## config.mk

```make
export PLATFORM = sky130hd
export DESIGN_NAME = pulse_channel_gen
export DESIGN_NICKNAME = d
export VERILOG_FILES = /design/src/rtl/pulse_channel_gen.sv
export SDC_FILE = /design/constraint.sdc
export NUM_CORES = 1
export LEC_CHECK = 0
export ABC_CLOCK_PERIOD_IN_PS = 16800
export CELL_PAD_IN_SITES_DETAIL_PLACEMENT = 1
export CELL_PAD_IN_SITES_GLOBAL_PLACEMENT = 2
export CORE_UTILIZATION = 41
export DETAILED_ROUTE_END_ITERATION = 16
export PLACE_DENSITY_LB_ADDON = 0.1
export REMOVE_ABC_BUFFERS = 1
export SLEW_MARGIN = 20
export SYNTH_ARGS = -nofsm -noshare
export SYNTH_HDL_FRONTEND = slang
export SYNTH_SLANG_ARGS = --single-unit
```

## constraint.sdc

```tcl
create_clock -name clk -period 16.8 [get_ports clk]
set_clock_uncertainty 0.2 [all_clocks]
set_input_delay 1.68 -clock clk [delete_from_list [all_inputs] [get_ports clk]]
set_output_delay 1.68 -clock clk [all_outputs]
set_load 0.01 [all_outputs]
```

## src/rtl/pulse_channel_gen.sv

```systemverilog
// Square-wave APU channel: frequency timer, duty sequencer, envelope, length counter, optional sweep.
// Define PULSE_CUSTOM_DUTY_EN to make duty 3 use the programmable pattern register at addr 5.
module pulse_channel_gen #(
  parameter int FREQ_W    = 11,
  parameter int LEN_W     = 6,
  parameter int HAS_SWEEP = 1
) (
  input  logic       clk,
  input  logic       reset,
  input  logic       slow_clk_en,
  input  logic       clk256_en,
  input  logic [2:0] addr,
  input  logic [7:0] wdata,
  input  logic       write,
  output logic [7:0] rdata,
  output logic [3:0] wave,
  output logic [3:0] volume_out,
  output logic       active
);

  logic [2:0]        per_q, per_d, sh_q, sh_d;
  logic              neg_q, neg_d;
  logic [1:0]        duty_q, duty_d;
  logic [7:0]        env_q, env_d;
  logic [FREQ_W-1:0] freq_q, freq_d, tcnt_q, tcnt_d, shadow_q, shadow_d;
  logic              len_en_q, len_en_d;
  logic [2:0]        pos_q, pos_d, etimer_q, etimer_d;
  logic [3:0]        vol_q, vol_d, stimer_q, stimer_d;
  logic [LEN_W-1:0]  lcnt_q, lcnt_d;
  logic              len_exp_q, len_exp_d, sweep_on_q, sweep_on_d, active_q, active_d;
  logic [1:0]        fc_q, fc_d;
  logic [FREQ_W:0]   nf;
  logic              trig, len_wr;
  logic [7:0]        pat;
`ifdef PULSE_CUSTOM_DUTY_EN
  logic [7:0]        dutypat_q, dutypat_d;
`endif

  // Next sweep frequency, one bit wider than freq so an upward overflow is visible.
  function automatic logic [FREQ_W:0] sweep_nf(input logic [FREQ_W-1:0] f, input logic ng,
                                               input logic [2:0] s);
    logic [FREQ_W:0] base, delta;
    base  = {1'b0, f};
    delta = base >> s;
    return ng ? base - delta : base + delta;
  endfunction

  function automatic logic sweep_ovf(input logic [FREQ_W-1:0] f, input logic ng,
                                     input logic [2:0] s);
    logic [FREQ_W:0] r;
    r = sweep_nf(f, ng, s);
    return r > {1'b0, {FREQ_W{1'b1}}};
  endfunction

  always_comb begin
    per_d = per_q; sh_d = sh_q; neg_d = neg_q; duty_d = duty_q; env_d = env_q;
    freq_d = freq_q; tcnt_d = tcnt_q; shadow_d = shadow_q; len_en_d = len_en_q;
    pos_d = pos_q; etimer_d = etimer_q; vol_d = vol_q; stimer_d = stimer_q;
    lcnt_d = lcnt_q; len_exp_d = len_exp_q; sweep_on_d = sweep_on_q; active_d = active_q;
    nf = '0;
`ifdef PULSE_CUSTOM_DUTY_EN
    dutypat_d = dutypat_q;
`endif
    trig   = write && (addr == 3'd4) && wdata[7];
    len_wr = write && (addr == 3'd1);
    fc_d   = fc_q + 2'(clk256_en);

    if (slow_clk_en) begin
      if (tcnt_q == '0) begin
        tcnt_d = ~freq_q;
        pos_d  = pos_q + 3'd1;
      end else begin
        tcnt_d = tcnt_q - FREQ_W'(1);
      end
    end

    // Frame ticks are suppressed by a trigger in the same cycle.
    if (clk256_en && !trig && !len_wr && len_en_q && !len_exp_q) begin
      lcnt_d = lcnt_q + LEN_W'(1);
      if (&lcnt_q) begin
        len_exp_d = 1'b1;
        active_d  = 1'b0;
      end
    end

    if (clk256_en && (fc_q == 2'd3) && !trig && (env_q[2:0] != 3'd0)) begin
      if (etimer_q <= 3'd1) begin
        etimer_d = env_q[2:0];
        if (env_q[3] && (vol_q != 4'hf)) vol_d = vol_q + 4'd1;
        else if (!env_q[3] && (vol_q != 4'h0)) vol_d = vol_q - 4'd1;
      end else begin
        etimer_d = etimer_q - 3'd1;
      end
    end

    if ((HAS_SWEEP != 0) && clk256_en && fc_q[0] && !trig && sweep_on_q) begin
      if (stimer_q <= 4'd1) begin
        stimer_d = (per_q == 3'd0) ? 4'd8 : {1'b0, per_q};
        if (per_q != 3'd0) begin
          nf = sweep_nf(shadow_q, neg_q, sh_q);
          if (nf[FREQ_W]) begin
            active_d = 1'b0;
          end else if (sh_q != 3'd0) begin
            freq_d   = nf[FREQ_W-1:0];
            shadow_d = nf[FREQ_W-1:0];
            if (sweep_ovf(nf[FREQ_W-1:0], neg_q, sh_q)) active_d = 1'b0;
          end
        end
      end else begin
        stimer_d = stimer_q - 4'd1;
      end
    end

    if (write) begin
      case (addr)
        3'd0: if (HAS_SWEEP != 0) {per_d, neg_d, sh_d} = wdata[6:0];
        3'd1: begin
          duty_d    = wdata[7:6];
          lcnt_d    = wdata[LEN_W-1:0];
          len_exp_d = 1'b0;
        end
        3'd2: env_d = wdata;
        3'd3: freq_d[7:0] = wdata;
        3'd4: begin
          len_en_d           = wdata[6];
          freq_d[FREQ_W-1:8] = wdata[FREQ_W-9:0];
        end
`ifdef PULSE_CUSTOM_DUTY_EN
        3'd5: dutypat_d = wdata;
`endif
        default: ;
      endcase
    end

    if (trig) begin
      active_d   = (env_d[7:3] != 5'd0) &&
                   !((sh_q != 3'd0) && sweep_ovf(freq_d, neg_q, sh_q));
      tcnt_d     = ~freq_d;
      vol_d      = env_d[7:4];
      etimer_d   = env_d[2:0];
      shadow_d   = freq_d;
      stimer_d   = {1'b0, per_q};
      sweep_on_d = (per_q != 3'd0) || (sh_q != 3'd0);
      if (len_exp_q) begin
        lcnt_d    = '0;
        len_exp_d = 1'b0;
      end
    end

    if (env_d[7:3] == 5'd0) active_d = 1'b0;
  end

  always_ff @(posedge clk or negedge reset) begin
    if (!reset) begin
      per_q <= '0; sh_q <= '0; neg_q <= 1'b0; duty_q <= '0; env_q <= '0;
      freq_q <= '0; tcnt_q <= '0; shadow_q <= '0; len_en_q <= 1'b0;
      pos_q <= '0; etimer_q <= '0; vol_q <= '0; stimer_q <= '0; lcnt_q <= '0;
      len_exp_q <= 1'b0; sweep_on_q <= 1'b0; active_q <= 1'b0; fc_q <= '0;
`ifdef PULSE_CUSTOM_DUTY_EN
      dutypat_q <= '0;
`endif
    end else begin
      per_q <= per_d; sh_q <= sh_d; neg_q <= neg_d; duty_q <= duty_d; env_q <= env_d;
      freq_q <= freq_d; tcnt_q <= tcnt_d; shadow_q <= shadow_d; len_en_q <= len_en_d;
      pos_q <= pos_d; etimer_q <= etimer_d; vol_q <= vol_d; stimer_q <= stimer_d;
      lcnt_q <= lcnt_d; len_exp_q <= len_exp_d; sweep_on_q <= sweep_on_d;
      active_q <= active_d; fc_q <= fc_d;
`ifdef PULSE_CUSTOM_DUTY_EN
      dutypat_q <= dutypat_d;
`endif
    end
  end

  // Pattern bit p is the output level at sequencer position p.
  always_comb begin
    case (duty_q)
      2'd0:    pat = 8'b1000_0000;
      2'd1:    pat = 8'b1000_0001;
      2'd2:    pat = 8'b1110_0001;
`ifdef PULSE_CUSTOM_DUTY_EN
      default: pat = dutypat_q;
`else
      default: pat = 8'b0111_1110;
`endif
    endcase
  end

  always_comb begin
    case (addr)
      3'd0:    rdata = (HAS_SWEEP != 0) ? {1'b1, per_q, neg_q, sh_q} : 8'hff;
      3'd1:    rdata = {duty_q, 6'h3f};
      3'd2:    rdata = env_q;
      3'd4:    rdata = {1'b1, len_en_q, 6'h3f};
`ifdef PULSE_CUSTOM_DUTY_EN
      3'd5:    rdata = dutypat_q;
`endif
      default: rdata = 8'hff;
    endcase
  end

  assign active     = active_q;
  assign volume_out = active_q ? vol_q : 4'h0;
  assign wave       = (active_q && pat[pos_q]) ? vol_q : 4'h0;

endmodule

```

# --- Word level (Yosys, flattened, before mapping) ---
# Index checks and enable logic that the tools add are counted.
op_classes:
  n_addsub: 14
  mul: 0
  div: 0
  order_cmp: 5
  eq_ne: 9
  n_shift: 3
  muxes: 61
  bitwise_logic: 2
  n_reduce_logical: 49
op_table:
  columns: ["op", "n"]
  rows:
  - ["11-bit two-way mux", 15]
  - ["4-bit two-way mux", 11]
  - ["11-bit by 12-bit adder with 12-bit output", 3]
  - ["12-bit two-way mux", 3]
  - ["11-bit by 3-bit >> shifter with 12-bit output", 3]
  - ["11-bit by 12-bit subtractor with 12-bit output", 3]
  - ["8-bit case mux with 4 select lines", 1]
  - ["6-bit two-way mux", 5]
  - ["12-bit by 11-bit greater-than comparator with 1-bit output, second input constant", 2]
  - ["8-bit two-way mux", 3]
  - ["8-bit case mux with 3 select lines", 1]
  - ["11-bit NOT", 2]
  - ["1-bit logical AND", 18]
  - ["1-bit two-way mux", 17]
  - ["2-bit nonzero test", 7]
  - ["3-bit two-way mux", 4]
  - ["3-bit nonzero test", 4]
  - ["11-bit zero test", 1]
  - ["11-bit by 1-bit subtractor with 11-bit output, second input constant", 1]
  - ["2-bit AND reduction", 4]
  - ["4-bit by 1-bit subtractor with 4-bit output, second input constant", 2]
  - ["6-bit by 1-bit adder with 6-bit output, second input constant", 1]
  - ["3-bit by 2-bit equality test with 1-bit output, second input constant", 2]
  - ["3-bit zero test", 2]
  - ["23 further kinds", 28]
word_totals:
  register_bits: 76
  latch_bits: 0
  ramBits: 0
  mem_bits_ro: 0
  input_bits: 16
  out_inout_bits: 17
  elab_cells: 161
  memories: 0

# --- Longest topological paths before layout ---
depth:
  ltp_word: 19
  ltp_mapped: 43
  ltp_nobuf: 36

# --- Worst setup path after synthesis ---
# OpenSTA, ideal clock, no wires.
synth_path:
  kind: "flip-flop to flip-flop"
  startpoint: "register sh_q[1]"
  endpoint: "register active_q, in the netlist active"
  setup_time_ps: 146
  arrival_ps: 8374
  required_time_ps: 16454
  path_slack_ps: 8080
  path_stages_with_launch: 36
  period_less_slack_ps: 8720
  cell_sequence: "dfrtp_1 -> buf_4 -> buf_4 -> clkbuf_1 -> clkbuf_1 -> buf_1 -> mux4_2 -> o21ai_0 -> ha_1 -> and3_1 -> a21oi_1 -> xor2_1 -> ha_1 -> a2111oi_2 -> a211oi_1 -> o41a_1 -> clkbuf_2 -> xnor2_1 -> buf_2 -> o31ai_1 -> o22ai_2 -> mux4_2 -> a221oi_4 -> inv_1 -> ha_1 -> o221ai_1 -> nor4_4 -> a21oi_1 -> xor2_1 -> ha_1 -> nand2_1 -> or4_1 -> o211a_1 -> a211oi_1 -> and3_1 -> a211oi_2"
synth_via:
  elab_chain_len: 19
synth_rtl:
  columns: ["item", "line", "source"]
  rows:
  - ["start: declaration", "21", "logic [2:0] per_q, per_d, sh_q, sh_d;"]
  - ["start signal: assignment", "155", "per_q <= '0; sh_q <= '0; neg_q <= 1'b0; duty_q <= '0; env_q <= '0;"]
  - ["start signal: assignment", "163", "per_q <= per_d; sh_q <= sh_d; neg_q <= neg_d; duty_q <= duty_d; env_q <= env_d;"]
  - ["11-bit by 3-bit >> shifter with 12-bit output", "44", "delta = base >> s;"]
  - ["11-bit by 12-bit adder with 12-bit output or 11-bit by 12-bit subtractor with 12-bit output (tied branches)", "45", "return ng ? base - delta : base + delta;"]
  - ["12-bit two-way mux", "45", null]
  - ["11-bit two-way mux", "103", "end else if (sh_q != 3'd0) begin"]
  - ["11-bit two-way mux", "101", "if (nf[FREQ_W]) begin"]
  - ["11-bit two-way mux", "99", "if (per_q != 3'd0) begin"]
  - ["11-bit two-way mux", "97", "if (stimer_q <= 4'd1) begin"]
  - ["11-bit two-way mux", "96", "if ((HAS_SWEEP != 0) && clk256_en && fc_q[0] && !trig && sweep_on_q) begin"]
  - ["[4 not listed]", null, null]
  - ["12-bit two-way mux", "45", null]
  - ["12-bit by 11-bit greater-than comparator with 1-bit output", "52", "return r > {1'b0, {FREQ_W{1'b1}}};"]
  - ["1-bit logical AND", "137", "!((sh_q != 3'd0) && sweep_ovf(freq_d, neg_q, sh_q));"]
  - ["1-bit zero test", "137", null]
  - ["1-bit logical AND", "136", "active_d = (env_d[7:3] != 5'd0) &&"]
  - ["1-bit two-way mux *", "135", "if (trig) begin"]
  - ["1-bit two-way mux *", "150", "if (env_d[7:3] == 5'd0) active_d = 1'b0;"]
  - ["named net active_d", "30", "logic len_exp_q, len_exp_d, sweep_on_q, sweep_on_d, active_q, active_d;"]
  - ["end signal: assignment", "158", "len_exp_q <= 1'b0; sweep_on_q <= 1'b0; active_q <= 1'b0; fc_q <= '0;"]
  - ["end signal: assignment", "167", "active_q <= active_d; fc_q <= fc_d;"]
  - ["end: declaration", "30", null]
# Mark *: on every way through the listed nets, which the timed path passes. The rest lies on a longest branch.
# A chain may end at the register's enable or synchronous reset.

# --- Worst setup path after layout ---
layout_path:
  startpoint: "register sh_q[0]"
  endpoint: "register active_q, in the netlist active"
# Same word-level chain as after synthesis.

==> metrics.md <==
| Metric | Value |
|---|---|
| Status | `finished clean` |
| Post-synth EDFFs | `0` |
| RR Endpoint | `active` |
| Final setup violation count | `0` |
| Xor and xnor area share after synthesis | `~5.1%` |
| Layout cells sized above 1 | `about 9%` |
| Initial antenna violation count | `0` |
| Total Wirelength | `around 29 mm` |
| Detailed Route Iter0 Violations | `~510` |
| Sequential area share after synthesis | `approximately a quarter` |
| Crit path time final | `slightly below 10 ns` |
| Worst-path clk slew | `about 0.07 ns` |
| DIE HEIGHT | `approximately 140 µm` |
| Synth warn | `0` |
| Clock Latency Late Sink | `around 0.35 ns` |
| Residual DRC | `0` |
| Post-synthesis mux area share | `between 8 and 9%` |
| CTS tree | `yes` |
| Unique cell type count in the Yosys netlist | `90` |
| Synth Instances | `969` |
| CP max stage cell | `xnor2_1` |
| Reg-to-Reg Start | `sh_q[0]` |
| Worst EP arrival | `~9.9 ns` |
| Post-Synth Adder-Cell Area | `7.962%` |
| Hold_sp | `fc_q[1]` |
| Initial Util | `41.87%` |
| Port bufs | `32` |
| Startpoint Class | `flop` |
| Worst Tran Pin Value | `about 1.0 ns` |
| Hold path depth | `1` |
| Max Cap Violations | `0` |
| Final period utilization | `roughly three fifths` |
| Async SR Flop Fraction | `100.0%` |
| CTS Sinks | `76` |
| Synth Area per Inst | `8.109 µm²` |
| Hold buffer count at CTS | `0` |
| GR Util All Layers | `a little under a third` |
| Vias per inst | `approximately 6.6` |
| FP Rows | `50` |
| Nets | `~1.0k` |
| Yosys top cell area share | `about a quarter` |
| Ant diodes | `0` |
| Io pins | `33` |
| Worst path max stage delay | `0.84 ns` |
| Global-route wire length before repair | `45.63 mm` |
| DRT Pass-1 Iters | `7` |
| DR vias | `8005` |
| Die W | `140.4 µm` |
| Final Instance Area | `between 0.008 and 0.009 mm²` |
| Antenna viol nets, final | `0` |
| CP required | `about 17 ns` |
| Num CTS Buffers | `9` |
| Final TNS setup | `0 ns` |
| Layout area overhead | `10.56%` |
| Routability Congestion | `around 0.91` |
| Worst Setup End Kind | `flop` |
| CTS max path bufs | `2` |
| Dpl hpwl | `around 22 mm` |
| WHS Endpoint | `fc_q[1]` |
| Worst min-delay path category | `flop to flop` |
| Slew margin rel. | `30.07%` |
| Largest family of logic cells by synthesized area | `compound AO/OA/AOI/OAI gates` |
| Post_cts resized | `0` |
| Simple-Gate Fraction of Synth Area | `between 20 and 25%` |
| Number of synthesized register bits | `76` |
| Final hold vios | `0` |
| Root Driver | `clkbuf_16` |
| Placeable Area | `0.01877 mm²` |
| Area leader, netlist | `dfrtp_1` |
| Post-CTS Setup Inserts | `0` |
| Worst Setup Path Type | `flop to flop` |
| Total gr overflow | `0` |
| RSZ-0062 raised after global routing | `no` |
| Wire length per cell | `between 20 and 25 µm` |
| Most numerous cell in the Yosys netlist | `nor2_1` |
| CP max FO | `between 40 and 50` |
| Post-synthesis compound-gate area fraction | `a little over a quarter` |
| Max Freq | `around 0.10 GHz` |
| Synth Cell Area | `around 0.008 mm²` |
| Register-to-register setup slack | `around 6.9 ns` |
| Vias in the first global route | `7962` |
| Die Area | `between 0.015 and 0.02 mm²` |
| Max H-tree Level | `3` |
| Slew Limit Fails | `0` |
| DP Area | `between 0.008 and 0.009 mm²` |
| Maximum number of pins on one net before global-route repair | `77` |
| Synth Flop Type | `dfrtp_1` |
| Top cells by area, synth | `dfrtp_1 24%, ha_1 7.3%, nor2_1 4.2%, a21oi_1 4.1%, nand2_1 4.0%` |
| Post-synth top cells | `88 x nor2_1, 84 x nand2_1, 76 x dfrtp_1` |
| Worst-case reg-to-reg path depth | `33` |
[cells by family (layout without fill, tap and decap cells)]
group                      after synthesis  after routing
muxes                                   52             52
adders and majority gates               49             49
buffers and inverters                  100            107
xor gates and xnor gates                46             46
DFF                                     76             76
and+or+nand+nor                        345            345
AOI/OAI and AO/OA                      301            301
[state kept, by name, summed over array words and instances, names as in the netlist, 3 cells and up]
name and cells:
per_q 3, vol_q 4, lcnt_q 6, freq_q 11, stimer_q 4, sh_q 3, env_q 8, shadow_q 11
etimer_q 3, tcnt_q 11, pos_q 3
[metrics by stage]
step / hold slack, ns / std cells / utilization (%) / setup WS [ns]
6_report: 0.2852 / 1210 / 46.29 / 6.906
3_3_place_gp: 0.2547 / 1193 / 44.47 / 7.549
4_1_cts: 0.2862 / 1209 / 46.11 / 7.046
5_1_grt: 0.3052 / 1210 / 46.29 / 6.367
2_1_floorplan: 0.2380 / 917 / - / 8.027
3_5_place_dp: 0.2752 / 1193 / 44.47 / 7.100
[cells in the final DEF, fill, tap and decap left out, types with 13 or more instances in the layout]
cell type and n:
nor2_1 88, nand2_1 84, dfrtp_1 75, a21oi_1 65, o21ai_0 55, inv_1 46
ha_1 46, clkdlybuf4s50_1 31, xnor2_1 26, a31oi_1 25, nand3_1 24, mux2_2 21
mux2i_1 20, xor2_1 20, and2_1 19, nor3_1 18, a211oi_1 17, or3_1 16
nor4_1 14, nand2b_1 13
[area by class of cell]
| type | count | area (µm²) |
|---|---|---|
| fill | 2248 | 10080 |
| tap | 234 | 292.8 |
| inverter | 48 | 180.2 |
| timing repair buffer | 43 | 420.4 |
| sequential | 76 | 1903 |
| clock inverter | 7 | 82.58 |
| clock buffer | 9 | 225.2 |
| multi-input combinational | 793 | 5583 |
[worst max path at each step]
| stage | start | endpoint | depth (start not counted) |
|---|---|---|---|
| after floorplan | sh_q[1] | active | 30 |
| after global placement | sh_q[0] | active | 32 |
| after detailed placement | sh_q[0] | active | 33 |
| after CTS | sh_q[0] | active | 33 |
| after global routing | sh_q[0] | active | 33 |
| final | sh_q[0] | active | 33 |
[critical path: cells and delay by family (launching register included)]
family / cells / cell delay, ns
fa+ha+maj: 4 / 1.11
buf+inv: 3 / 1.31
flops: 1 / 0.34
simple gates: 8 / 1.83
xor+xnor: 3 / 1.18
compound gates: 15 / 3.74
[metal layers]
metal | track usage (%) | wire (µm) | vias up
li1 | - | - | 3649
met1 | 39.22 | 12760 | 3994
met3 | 4.684 | 1743 | 67
met2 | 49.45 | 13530 | 295
met5 | 0 | 0 | -
met4 | 12.61 | 1139 | 0
Power is left out: the tool's default activity adds up to more than one toggle a clock period on the data nets, which glitch-free logic cannot reach.
